### config.mk
export PLATFORM = sky130hd
export DESIGN_NAME = reg_context_engine
export DESIGN_NICKNAME = d
export VERILOG_FILES = /design/src/rtl/mips16_ctx_pkg.sv /design/src/rtl/reg_context_engine.sv
export SDC_FILE = /design/constraint.sdc
export NUM_CORES = 1
export LEC_CHECK = 0
export BUFFER_PORTS_ARGS = -buffer_cell sky130_fd_sc_hd__buf_4
export CAP_MARGIN = 20
export CORE_ASPECT_RATIO = 0.5
export CORE_MARGIN = 2
export CORE_UTILIZATION = 44
export CTS_CLUSTER_DIAMETER = 60
export DETAILED_ROUTE_END_ITERATION = 8
export GPL_ROUTABILITY_DRIVEN = 0
export PLACE_DENSITY_LB_ADDON = 0.15
export SYNTH_ARGS = -nofsm -noshare
export SYNTH_HDL_FRONTEND = slang
export SYNTH_SLANG_ARGS = --single-unit
### constraint.sdc
create_clock -name clk -period 2.09 [get_ports clk]
set_input_delay 0.3135 -clock clk [delete_from_list [all_inputs] [get_ports clk]]
set_output_delay 0.3135 -clock clk [all_outputs]
set_load 0.02 [all_outputs]
### src/rtl/mips16_ctx_pkg.sv
// Shared types and constants for the MIPS16 register-file context save/restore engine.
package mips16_ctx_pkg;

  typedef enum logic [2:0] {
    StIdle,
    StSave,
    StSaveCs,
    StRestore,
    StRestoreCs,
    StDone
  } ctx_state_t;

  localparam int unsigned NUM_REGS   = 8;
  localparam int unsigned SAVE_BEATS = NUM_REGS / 2;
  localparam logic [15:0] CS_PAD     = 16'h0000;

endpackage

### src/rtl/reg_context_engine.sv
// Whole-register-file context engine: streams registers out as pairs plus an XOR checksum beat,
// or writes them back from a word stream and verifies a trailing checksum word.
module reg_context_engine
  import mips16_ctx_pkg::*;
#(
  parameter int unsigned DATA_W     = 16,
  parameter int unsigned REG_ADDR_W = 3
) (
  input  logic                  clk,
  input  logic                  rst,
  input  logic                  save_req,
  input  logic                  restore_req,
  output logic                  busy,
  output logic                  done,
  output logic                  cs_err,
  output logic                  sv_valid,
  input  logic                  sv_ready,
  output logic [2*DATA_W-1:0]   sv_data,
  input  logic                  rs_valid,
  output logic                  rs_ready,
  input  logic [DATA_W-1:0]     rs_data,
  output logic                  reg_write_en,
  output logic [REG_ADDR_W-1:0] reg_write_dest,
  output logic [DATA_W-1:0]     reg_write_data,
  output logic [REG_ADDR_W-1:0] reg_read_addr_1,
  input  logic [DATA_W-1:0]     reg_read_data_1,
  input  logic [DATA_W-1:0]     reg_read_data_2,
  output logic [REG_ADDR_W-1:0] reg_read_addr_2
);

  ctx_state_t            state_q, state_d;
  logic [REG_ADDR_W-1:0] cnt_q, cnt_d;
  logic [DATA_W-1:0]     cs_q, cs_d;
  logic                  cs_err_q, cs_err_d;

  always_ff @(posedge clk) begin
    if (rst) begin
      state_q  <= StIdle;
      cnt_q    <= '0;
      cs_q     <= '0;
      cs_err_q <= 1'b0;
    end else begin
      state_q  <= state_d;
      cnt_q    <= cnt_d;
      cs_q     <= cs_d;
      cs_err_q <= cs_err_d;
    end
  end

  always_comb begin
    state_d         = state_q;
    cnt_d           = cnt_q;
    cs_d            = cs_q;
    cs_err_d        = cs_err_q;
    done            = 1'b0;
    sv_valid        = 1'b0;
    sv_data         = '0;
    rs_ready        = 1'b0;
    reg_write_en    = 1'b0;
    reg_write_dest  = '0;
    reg_write_data  = '0;
    reg_read_addr_1 = REG_ADDR_W'(0);
    reg_read_addr_2 = REG_ADDR_W'(1);

    unique case (state_q)
      StIdle: begin
        // Save has priority when both requests arrive together.
        if (save_req || restore_req) begin
          state_d  = save_req ? StSave : StRestore;
          cnt_d    = '0;
          cs_d     = '0;
          cs_err_d = 1'b0;
        end
      end
      StSave: begin
        sv_valid        = 1'b1;
        reg_read_addr_1 = {cnt_q[REG_ADDR_W-2:0], 1'b0};
        reg_read_addr_2 = {cnt_q[REG_ADDR_W-2:0], 1'b1};
        sv_data         = {reg_read_data_2, reg_read_data_1};
        if (sv_ready) begin
          cs_d  = cs_q ^ reg_read_data_1 ^ reg_read_data_2;
          cnt_d = cnt_q + 1'b1;
          if (cnt_q == REG_ADDR_W'(SAVE_BEATS - 1)) state_d = StSaveCs;
        end
      end
      StSaveCs: begin
        sv_valid = 1'b1;
        sv_data  = {DATA_W'(CS_PAD), cs_q};
        if (sv_ready) state_d = StDone;
      end
      StRestore: begin
        rs_ready       = 1'b1;
        reg_write_dest = cnt_q;
        reg_write_data = rs_data;
        if (rs_valid) begin
          reg_write_en = 1'b1;
          cs_d         = cs_q ^ rs_data;
          cnt_d        = cnt_q + 1'b1;
          if (cnt_q == REG_ADDR_W'(NUM_REGS - 1)) state_d = StRestoreCs;
        end
      end
      StRestoreCs: begin
        rs_ready = 1'b1;
        if (rs_valid) begin
          cs_err_d = (rs_data != cs_q);
          state_d  = StDone;
        end
      end
      StDone: begin
        done    = 1'b1;
        state_d = StIdle;
      end
      default: state_d = StIdle;
    endcase
  end

  assign busy   = (state_q != StIdle);
  assign cs_err = cs_err_q;

endmodule

==> flow_summary.toml <==
[pwr]
combPwrFrac = 0.698
seq_power_share = 0.212
total_power_mw = 3.19
clockPowerShare = 0.091
power_switching_mw = 1.54
swShare = 0.482
peakVddDrop_v = 0.000648
p_int_mw = 1.65
p_per_area_nw_per_um2 = 1030
p_leak_nw = 1.34

[drt]
vias_per_cell = 5.63
drc = 0
wl_per_cell_microns = 14.9
via_count = 2494
drt_first_pass_iters = 4
postRouteWirelength_microns = 6600
drtAntennaViolNets = 0
drtIter0Drc = 76

[layout]
fin_cells = 443
diodes = 0
fill_cells = 384
fin_nets = 435
final_cell_area_sq_um = 3110
area_growth_pct = 44.8
layout-drive-gt1-share = 0.353

[clock_tree]
cts.clk_slew.worst_paths_ns = 0.08
worst_skew_pair.late_latency_ns = 0.27
cts_root_buf = "clkbuf_8"
post_cts_buffers = 0
cts_buffer_depth = 2
cts_max_level = 1
cts.sinks = 23
cts_tree = "yes"
cts_buffers = 3

[critical_path]
crit_chain = "buf_4 -> nor3b_4 -> buf_12 -> a22o_1 -> buf_4"
cp-startpoint = "state_q[1]$_SDFFE_PP0P_"
rr_worst_depth = 5
cp.arrival_ns = 1.62
worst-path-stages = 5
critPathLaunchType = "flop"
max_stage_delay_ns = 0.36
reg2reg_from = "state_q[0]$_SDFFE_PP0P_"
cp_max_fo = 49
r2r_end = "cs_q[4]$_SDFFE_PP0P_"
endpoint_kind = "primary output"
path_delay_family = "buffers and inverters"
crit_end = "sv_data[14]"
path_class = "flop to primary output"
critPathSlowestCell = "dfxtp_1"
path_buf_inv = 3
rrSetupSlack_ns = 0.27
crit_top_cell = "buf_4"
worstPathRequired_ns = 1.78

[sta]
slew_headroom = 0.615
fmax_mhz = 518
min_period_ns = 1.93
setup_viol = 0
rsz0062_at_grt = "false"
fin_hold_ws_ns = 0.290
final_max_slew_viol_count = 0
finClkSkew_ns = 0.00430
finalHoldViolations = 0
fin_setup_tns_ns = 0
worstMarginPinSlew_ns = 0.573
finalCritPeriodShare = 0.924

[grt]
antenna_found_initial = 0
overflow = 0
grt_use_total = 0.236
grt_pass1_wl_microns = 10300
first_global_vias = 2248
grt_max_degree = 50

[placement]
numPortBuffers = 114
dp_cells = 439
dp_hpwl_microns = 4830
placed_area_sq_um = 3060

[floorplan]
die_h_microns = 53.4
rows = 17
ioPinCount = 117
coreArea_sq_um = 4550
initial_core_util = 0.471
dieArea_sq_um = 5490
dieWidth_microns = 103

[logic_synthesis]
synth.distinct_cells = 45
ys_ff_latch = 23
synth_edf_count = 0
yosysSeqAreaShare = 0.215
syn-cell-area_sq_um = 2150
syn-num-nets = 332
synth.avg_cell_area_sq_um = 7.80
synthFlopType = "dfxtp_1"
yosys_warnings = 0
syn_inst = 275
async_reset_ff_frac = 0

[flow_run]
cap_viol_max_count = 0

[hold_path]
hp-class = "input pin to flop"
worstHoldStart = "rs_valid"

[status]
status = "complete, no violations"
[stage by stage]
stage	setup slack, ns	utilization
floorplan	0.183	-
global placement	0.220	0.672
detailed placement	0.134	0.672
CTS	0.115	0.682
global route	0.0405	0.683
finish	0.158	0.683
[final cells by class]
| class | instances | area (sq um) | area share |
|---|---|---|---|
| clock buffer | 4 | 45.0 | 0.0145 |
| timing repair buffer | 124 | 956 | 0.308 |
| multi-input combinational | 224 | 1550 | 0.500 |
| inverter | 2 | 7.51 | 0.00242 |
| sequential | 23 | 462 | 0.149 |
| tap | 66 | 82.6 | 0.0266 |
[power groups by stage]
stage	registers (mW)	logic, mW	clock network (mW)
final	0.676	2.23	0.290
after global routing	0.697	2.40	0.312
after CTS	0.675	2.22	0.295
after detailed placement	0.681	2.21	0
after global placement	0.674	2.16	0
after floorplan	0.632	1.47	0
[flip-flops by register name, indices dropped and copies added (netlist names)]
register	count
cnt_q	3
cs_err	1
cs_q	16
state_q	3
[per-layer routing]
layer	track usage	share of wire
met4	0.0373	0.0047
met1	0.305	0.45
met5	0	0
met2	0.412	0.48
met3	0.0568	0.063
[what timing repair did]
| action | 4_1_cts | 5_1_grt |
|---|---|---|
| hold buffers | 0 | 0 |
| setup endpoints to repair | 22 | 14 |
| gates resized for setup | 2 | 1 |
[synth_stat cells, drive strengths merged, types with 7 or more instances]
cell / count / area (sq um)
or3: 17 / 106
o22ai: 15 / 93.8
nand2: 7 / 26.3
a22o: 16 / 140
dfxtp: 23 / 460
buf: 14 / 87.6
xor2: 15 / 131
a22oi: 15 / 113
xnor2: 16 / 140
and2: 38 / 238
a21oi: 25 / 125
o21ai: 19 / 95.1
clkbuf: 12 / 45.0
[worst min path at each step]
| stage | end | cells past startpoint |
|---|---|---|
| final | cs_err$_SDFFE_PP0P_ | 2 |
| after global routing | cs_err$_SDFFE_PP0P_ | 2 |
| after CTS | cs_err$_SDFFE_PP0P_ | 2 |
| after detailed placement | cnt_q[1]$_SDFFE_PP0P_ | 2 |
| after global placement | cnt_q[2]$_SDFFE_PP0P_ | 2 |
| after floorplan | cnt_q[2]$_SDFFE_PP0P_ | 1 |
[logic make-up after synthesis]
kind of cell | Yosys count | synth area share
AO/OA/AOI/OAI | 100 | 0.311
adder cells (fa/ha/maj) | 3 | 0.0175
multiplexers | 2 | 0.00991
AND/OR/NAND/NOR | 85 | 0.241
buffers and inverters | 28 | 0.0653
flip-flops | 23 | 0.215
XOR/XNOR | 32 | 0.137
other | 2 | 0.00350
[placed cells by master, fill, tap and decap left out, types with 2 or more instances in the layout]
| master | synthesis | final |
|---|---|---|
| a21oi_1 | 25 | 25 |
| a22o_1 | 16 | 16 |
| a22oi_1 | 15 | 15 |
| and2_1 | 38 | 37 |
| buf_12 | 0 | 2 |
| buf_4 | 5 | 122 |
| clkbuf_8 | 0 | 3 |
| conb_1 | 2 | 2 |
| dfxtp_1 | 23 | 22 |
| ha_1 | 3 | 3 |
| inv_1 | 2 | 2 |
| nand2_1 | 7 | 7 |
| nand3_1 | 4 | 4 |
| nand4_1 | 4 | 4 |
| nor2_1 | 4 | 4 |
| nor3b_1 | 3 | 3 |
| o21ai_0 | 12 | 12 |
| o21ai_1 | 7 | 7 |
| o22ai_1 | 15 | 15 |
| or3_1 | 17 | 17 |
| xnor2_1 | 16 | 16 |
| xor2_1 | 15 | 15 |
Note: power is estimated with default switching activity, not from simulation.
